--- src/rtl/riscv_pkg.sv ---
// Shared RV32 definitions used by the M-extension multiply/divide unit:
// opcode/funct7 of M instructions, funct3 operation codes, FSM encoding
// and the two 32-bit constants used by the divide special cases.
package riscv_pkg;

  localparam logic [6:0]  OPCODE_OP     = 7'b0110011;
  localparam logic [6:0]  FUNCT7_MULDIV = 7'b0000001;

  localparam logic [31:0] INT_MIN  = 32'h8000_0000;
  localparam logic [31:0] ALL_ONES = 32'hFFFF_FFFF;

  typedef enum logic [2:0] {
    F3_MUL    = 3'b000,
    F3_MULH   = 3'b001,
    F3_MULHSU = 3'b010,
    F3_MULHU  = 3'b011,
    F3_DIV    = 3'b100,
    F3_DIVU   = 3'b101,
    F3_REM    = 3'b110,
    F3_REMU   = 3'b111
  } m_funct3_e;

  typedef enum logic [1:0] {
    ST_IDLE = 2'd0,
    ST_BUSY = 2'd1,
    ST_DONE = 2'd2
  } md_state_e;

  // True when an R-type instruction belongs to the M extension.
  function automatic logic is_m_instr(input logic [6:0] opcode, input logic [6:0] funct7);
    return (opcode == OPCODE_OP) && (funct7 == FUNCT7_MULDIV);
  endfunction

endpackage

--- src/rtl/muldiv_div_core.sv ---
// One restoring-divide step: shift the next dividend bit into the partial
// remainder, trial-subtract the divisor, keep the difference if it did not
// go negative and shift the resulting quotient bit in. Purely combinational.
module muldiv_div_core (
  input  logic [31:0] rem_i,
  input  logic [31:0] quo_i,
  input  logic [31:0] divisor_i,
  output logic [31:0] rem_o,
  output logic [31:0] quo_o
);

  logic [32:0] shifted;
  logic [33:0] diff;
  logic        ge;

  // Trial subtraction; partial remainder is always below the divisor, so
  // the shifted value fits in 33 bits and a kept difference fits in 32.
  always_comb begin
    shifted = {rem_i, quo_i[31]};
    diff    = {1'b0, shifted} - {2'b00, divisor_i};
    ge      = ~diff[33];
    rem_o   = ge ? diff[31:0] : shifted[31:0];
    quo_o   = {quo_i[30:0], ge};
  end

endmodule

--- src/rtl/ex_muldiv.sv ---
// RV32M multiply/divide unit in EX: iterates 32 cycles on operand magnitudes
// (shift-add multiply, restoring divide), stalls the pipe via busy and
// presents a registered result for the one cycle done is high.
// Optional macro MULDIV_FAST_MUL_EN: single-cycle multiplier, 2-cycle multiplies.
module ex_muldiv
  import riscv_pkg::*;
(
  input  logic        clk,
  input  logic        rst,
  input  logic        start,
  input  logic [2:0]  funct3e,
  input  logic [31:0] srca,
  input  logic [31:0] srcb,
  input  logic        flush,
  output logic        busy,
  output logic        done,
  output logic [31:0] result
);

  md_state_e   state_q;
  logic [4:0]  cnt_q;
  logic [2:0]  op_q;
  logic [63:0] acc_q;
  logic [31:0] opb_q;
  logic        neg_q;
  logic        done_q;
  logic [31:0] result_q;

  logic        a_signed, b_signed, sa, sb;
  logic [31:0] a_mag, b_mag;
  logic        is_div, div_by_zero, sovf, neg_start;
  logic [31:0] special_res;

  logic [32:0] mul_sum;
  logic [63:0] mul_next;
  logic [31:0] div_rem, div_quo;
  logic [63:0] acc_d;
  logic [63:0] mul_fix;
  logic [31:0] div_sel, div_fix, fin_res;

`ifdef MULDIV_FAST_MUL_EN
  logic signed [63:0] fast_a, fast_b, fast_prod;
  logic [31:0]        fast_res;
`endif

  // Operand decode in IDLE: signedness, magnitudes and special cases.
  always_comb begin
    a_signed    = funct3e[2] ? ~funct3e[0] : (funct3e != F3_MULHU);
    b_signed    = funct3e[2] ? ~funct3e[0] : ~funct3e[1];
    sa          = a_signed & srca[31];
    sb          = b_signed & srcb[31];
    a_mag       = sa ? (~srca + 32'd1) : srca;
    b_mag       = sb ? (~srcb + 32'd1) : srcb;
    is_div      = funct3e[2];
    div_by_zero = is_div & (srcb == 32'd0);
    sovf        = is_div & ~funct3e[0] & (srca == INT_MIN) & (srcb == ALL_ONES);
    // Remainder takes the dividend's sign; everything else takes sign(a)^sign(b).
    neg_start   = (is_div & funct3e[1]) ? sa : (sa ^ sb);
    if (div_by_zero) begin
      special_res = funct3e[1] ? srca : ALL_ONES;
    end else begin
      special_res = funct3e[1] ? 32'd0 : INT_MIN;
    end
  end

`ifdef MULDIV_FAST_MUL_EN
  // Single-cycle product; only the low 64 bits are ever needed.
  always_comb begin
    fast_a    = {{32{sa}}, srca};
    fast_b    = {{32{sb}}, srcb};
    fast_prod = fast_a * fast_b;
    fast_res  = (funct3e == F3_MUL) ? fast_prod[31:0] : fast_prod[63:32];
  end
`endif

  muldiv_div_core u_div_core (
    .rem_i     (acc_q[63:32]),
    .quo_i     (acc_q[31:0]),
    .divisor_i (opb_q),
    .rem_o     (div_rem),
    .quo_o     (div_quo)
  );

  // One iteration step and the sign fix-up of the value it produces, so the
  // final result can be registered on the edge of the last iteration.
  always_comb begin
    mul_sum  = {1'b0, acc_q[63:32]} + (acc_q[0] ? {1'b0, opb_q} : 33'd0);
    mul_next = {mul_sum, acc_q[31:1]};
    acc_d    = op_q[2] ? {div_rem, div_quo} : mul_next;
    mul_fix  = neg_q ? (64'd0 - acc_d) : acc_d;
    div_sel  = op_q[1] ? acc_d[63:32] : acc_d[31:0];
    div_fix  = neg_q ? (32'd0 - div_sel) : div_sel;
    if (op_q[2]) begin
      fin_res = div_fix;
    end else if (op_q == F3_MUL) begin
      fin_res = mul_fix[31:0];
    end else begin
      fin_res = mul_fix[63:32];
    end
  end

  // Stall request: the cycle IDLE accepts an op, and every BUSY cycle.
  always_comb begin
    busy = ((state_q == ST_IDLE) & start & ~flush) | (state_q == ST_BUSY);
  end

  assign done   = done_q;
  assign result = result_q;

  // Control FSM with registered done/result; flush wins in every state.
  always_ff @(posedge clk or posedge rst) begin
    if (rst) begin
      state_q  <= ST_IDLE;
      cnt_q    <= 5'd0;
      op_q     <= 3'd0;
      acc_q    <= 64'd0;
      opb_q    <= 32'd0;
      neg_q    <= 1'b0;
      done_q   <= 1'b0;
      result_q <= 32'd0;
    end else begin
      done_q <= 1'b0;
      if (flush) begin
        state_q <= ST_IDLE;
        cnt_q   <= 5'd0;
      end else begin
        case (state_q)
          ST_IDLE: begin
            if (start) begin
              op_q  <= funct3e;
              neg_q <= neg_start;
              opb_q <= b_mag;
              acc_q <= {32'd0, a_mag};
              cnt_q <= 5'd0;
              if (div_by_zero | sovf) begin
                result_q <= special_res;
                done_q   <= 1'b1;
                state_q  <= ST_DONE;
              end
`ifdef MULDIV_FAST_MUL_EN
              else if (!is_div) begin
                result_q <= fast_res;
                done_q   <= 1'b1;
                state_q  <= ST_DONE;
              end
`endif
              else begin
                state_q <= ST_BUSY;
              end
            end
          end
          ST_BUSY: begin
            acc_q <= acc_d;
            cnt_q <= cnt_q + 5'd1;
            if (cnt_q == 5'd31) begin
              result_q <= fin_res;
              done_q   <= 1'b1;
              state_q  <= ST_DONE;
            end
          end
          ST_DONE: begin
            // A start still held here belongs to the finishing instruction.
            state_q <= ST_IDLE;
          end
          default: begin
            state_q <= ST_IDLE;
          end
        endcase
      end
    end
  end

endmodule

--- config.mk ---
export PLATFORM = sky130hd
export DESIGN_NAME = ex_muldiv
export DESIGN_NICKNAME = d
export VERILOG_FILES = /design/src/rtl/riscv_pkg.sv /design/src/rtl/muldiv_div_core.sv /design/src/rtl/ex_muldiv.sv
export SDC_FILE = /design/constraint.sdc
export NUM_CORES = 1
export LEC_CHECK = 0
export ABC_AREA = 1
export CELL_PAD_IN_SITES_DETAIL_PLACEMENT = 1
export CELL_PAD_IN_SITES_GLOBAL_PLACEMENT = 1
export CORE_MARGIN = 2
export CORE_UTILIZATION = 39
export DETAILED_ROUTE_END_ITERATION = 12
export GPL_TIMING_DRIVEN = 0
export HOLD_SLACK_MARGIN = 0.15
export MAX_ROUTING_LAYER = met4
export PLACE_DENSITY_LB_ADDON = 0.1
export RECOVER_POWER = 50
export SLEW_MARGIN = 20
export SYNTH_ARGS = -nofsm -noshare
export SYNTH_HDL_FRONTEND = slang
export SYNTH_SLANG_ARGS = --single-unit
--- constraint.sdc ---
create_clock -name clk -period 5.67 [get_ports clk]
set_input_delay 1.701 -clock clk [delete_from_list [all_inputs] [get_ports clk]]
set_output_delay 1.701 -clock clk [all_outputs]
set_load 0.01 [all_outputs]
---- Word level (Yosys, flattened, before mapping) ----
Index checks and enable logic that the tools add are counted.
word-level totals
  logic and storage cells ................. 88
  input bits .............................. 71
  output and inout bits ................... 34
  bits in registers ....................... 140
cells by class
  reduce and logical (&&, ||, !) cells .... 10
  add/sub/neg operators ................... 7
  bitwise operators ....................... 18
  multiplexer cells ....................... 35
  equal/unequal tests ..................... 10
operators with widths
  operator                                                count
  two-way mux 32 bit                                      14
  two-way mux 64 bit                                      3
  case mux 64 bit (2 select lines)                        1
  adder 32 x 1 -> 32 bit (second input constant)          2
  == test 32 bit (second input constant)                  2
  NOT 32 bit                                              2
  case mux 32 bit (2 select lines)                        1
  subtractor 1 x 64 -> 64 bit (first input constant)      1
  subtractor 33 x 32 -> 34 bit                            1
  adder 32 x 32 -> 33 bit                                 1
  logical NOT 32 bit                                      1
  subtractor 1 x 32 -> 32 bit (first input constant)      1
  two-way mux 5 bit                                       2
  case mux 5 bit (2 select lines)                         1
  bitwise AND 1 bit                                       9
  two-way mux 2 bit                                       4
  two-way mux 1 bit                                       7
  inequality test 3 x 2 -> 1 bit (second input constant)  2
  AND reduction 3 bit                                     2
  adder 5 x 1 -> 5 bit (second input constant)            1
  == test 5 bit (second input constant)                   1
  AND reduction 5 bit                                     1
  inequality test 2 x 1 -> 1 bit (second input constant)  2
  NOT 1 bit                                               4
  12 further kinds                                        14

---- Depth between registers and ports, before layout ----
  depth in word-level cells ............... 9
  depth in mapped cells ................... 34
  mapped depth without buffers ............ 33

---- Cells and area by module ----
From an unflattened synthesis, not the netlist that was laid out.
second synthesis, totals
  cells, all modules ...................... 3278
  area, all modules ....................... 18467.7 sq um
by module, submodules not included
  module           seq. area each (sq um)  area each (sq um)  cells each  instances
  ex_muldiv        3503.4                  15102.0            2607        1
  muldiv_div_core  0.0                     3365.7             671         1

---- Least setup slack after synthesis ----
Ideal clock, no wire load.
  path kind ............................... input to output
  start point ............................. input port start
  end point ............................... output port busy
  path slack .............................. 1.580 ns
  arrival ................................. 2.389 ns
  cell stages on the path ................. 5
  data required time ...................... 3.969 ns
  cells stage by stage .................... nand2_1 nor2_1 inv_1 clkbuf_1 nand2_1
between the ends
  word-level cells in the longest chain between the ends .. 3
ends and longest elaborated chain
  element                          line              source
  start, declared                  ex_muldiv.sv:10   input logic start,
  bitwise AND 1 bit (2 in series)  ex_muldiv.sv:104  busy = ((state_q == ST_IDLE) & start & ~flush) | (state_q == ST_BUSY);
  bitwise OR 1 bit                 ex_muldiv.sv:104
  end, declared                    ex_muldiv.sv:15   output logic busy,
No other way between the ends.

---- Final worst setup path ----
Ends and elaborated chain as after synthesis.

==> results.json <==
{
  "synth.net_count": 3326,
  "critPathKind": "in -> out",
  "grt_max_degree": 105,
  "final_cell_mix": "990 x nand2_1, 442 x inv_1, 324 x nor2_1",
  "rsz0062_at_grt": "no",
  "synth_seq_cells": 140,
  "die_area_um2": 48800,
  "fin_crit_ns": 5.53,
  "postSynthCellCount": 3182,
  "dp_hpwl_mm": 80.5,
  "antenna_found_initial": 5,
  "ctsResizeCount": 0,
  "ys_seq_area_frac": 0.191,
  "cts_root_buffer": "clkbuf_16",
  "drive_gt1_frac": 0.0727,
  "wire_per_inst_um": 24.5,
  "worst_pin_slew_ns": 1.85,
  "cts_setup_buffers": 0,
  "drt_first_pass_iters": 6,
  "drt_wl_total_mm": 96.1,
  "required_ns": 3.97,
  "antenna_left": 0,
  "numClockSinks": 140,
  "place_area_um2": 20200,
  "crit_path_end_kind": "primary output",
  "dpl_worst_slack_ns": 0.103,
  "final_common_cell": "nand2_1",
  "htree_levels": 4,
  "critPathLaunchType": "input port",
  "worstHoldStart": "result[1]",
  "hold_viol": 0,
  "fin_crit_sh": 0.975,
  "avgSynthCellArea_um2": 5.77,
  "worstPathMaxFanout": 10,
  "hp-class": "reg -> reg",
  "avgViaCountPerCell": 5.80,
  "path_clk_slew_ns": 0.07,
  "worstPathArrival_ns": 3.83,
  "io_buffers": 103,
  "cp-startpoint": "start",
  "synth.area.top_cells": "nand2_1 20%, dfrtp_1 19%, inv_1 9.1%",
  "grt_pass1_vias": 22500,
  "synth_area_leader_cell": "nand2_1",
  "status": "finished, violations left",
  "cap_violations": 2,
  "grt_pass1_wl_mm": 143,
  "max_freq_mhz": 181,
  "hold_buffers": 0,
  "clkLatencyLatePin_ns": 0.49,
  "cts_tree": "done",
  "setup_viol": 0,
  "rr_startpoint": "opb_q[28]",
  "syn_area_um2": 18300,
  "start_util": 0.395,
  "finalInstanceArea_um2": 20800,
  "fin_nets": 3449,
  "setup_slack_ns": 0.143,
  "final-max-slew-violation-count": 143,
  "tns_ns": 0,
  "cts_max_path_buffers": 2,
  "ioPinCount": 105,
  "drt_iter0_markers": 2533,
  "fp.dieH_um": 221,
  "yosysWarnings": 0,
  "cts_buffers": 17,
  "violations": "capacitance limit, slew limit",
  "rows": 79,
  "track_usage": 0.399,
  "area_growth_pct": 13.1,
  "synth_cell_type_count": 64,
  "die_w_um": 221,
  "coreArea_um2": 46500,
  "finalClockSkew_ns": 0.0180,
  "grt-ovfl-total": 0,
  "routabilityCongestion": 1.04,
  "slew_headroom": -0.240,
  "synth_top_cell_area_share": 0.203,
  "drc": 0,
  "num_vias": 22800
}
==> worst paths after layout <==
kind                         endpoint  slack [ns]  depth (start not counted)
min                         result[1]        0.51                          2
min in group asynchronous   opb_q[12]        2.14                          2
max in group asynchronous   acc_q[12]        1.18                          3
max reg2reg                result[24]        0.21                         26
min reg2reg                 result[1]        0.51                          2
max                              busy        0.14                          7
==> Yosys cell counts (all sizes together) <==
master / number
nand3: 292
o21ai: 238
a41oi: 1
clkinv: 6
a2bb2oi: 8
nor2: 357
a21boi: 19
o22ai: 8
and2: 6
o21bai: 8
a31oi: 10
or2: 34
a211oi: 1
a22oi: 1
buf: 43
o221ai: 10
nor3: 33
o31ai: 2
nand4: 67
nor3b: 1
a21oi: 152
dfrtp: 140
clkbuf: 65
nand2b: 1
nand3b: 17
nor4: 8
a32o: 2
fa: 2
o32ai: 1
inv: 456
a21o: 3
o21a: 4
o211ai: 10
ha: 71
xor2: 82
o41ai: 1
a22o: 2
nand2: 1015
xnor2: 5
==> cell families after synthesis <==
| family | count (synthesis) | share of synthesized area |
|---|---|---|
| buf+inv | 570 | 0.124 |
| simple gates | 1831 | 0.444 |
| fa+ha+maj | 73 | 0.0506 |
| flops | 140 | 0.191 |
| compound gates | 481 | 0.149 |
| xor+xnor | 87 | 0.0415 |
==> final cells by class <==
class | count | area, um2
diodes | 4 | 10.0
plain buffers | 108 | 541
clock buffers | 17 | 425
clock inverters | 14 | 160
fillers | 6554 | 25700
inverters | 462 | 1740
multi-input cells | 2472 | 12600
flip-flops and latches | 140 | 3510
well taps | 607 | 759
repair buffers | 104 | 1040
==> metrics by stage <==
stage / util / hold slack, ns / cells
after floorplan: - / 0.454 / 3182
after CTS: 0.447 / 0.520 / 3924
final: 0.447 / 0.513 / 3928
after global placement: 0.433 / 0.476 / 3892
after detailed placement: 0.434 / 0.483 / 3893
after global routing: 0.447 / 0.562 / 3928
==> worst max-delay path: stages <==
cell,delay [ns]
clkdlybuf4s50_1,0.52
nand2_1,0.09
nor2_1,0.32
inv_1,0.20
clkbuf_1,0.28
nand2_1,0.15
clkdlybuf4s50_1,0.55
==> sequential cells by signal, indices dropped and copies added (netlist names) <==
name     count
acc_q       64
cnt_q        5
done         1
neg_q        1
op_q         3
opb_q       32
result      32
state_q      2
==> per-layer routing <==
metal	share of wire	wire length, um	track usage	up-vias
met5	0	0	-	-
met4	0.030	2840	0.121	0
met3	0.090	8620	0.0632	132
met2	0.43	41100	0.593	931
met1	0.45	43500	0.554	11200
li1	-	-	-	10500
Power is not shown: default switching activity piles up to over one toggle a cycle in this logic, so the estimate is an artifact.
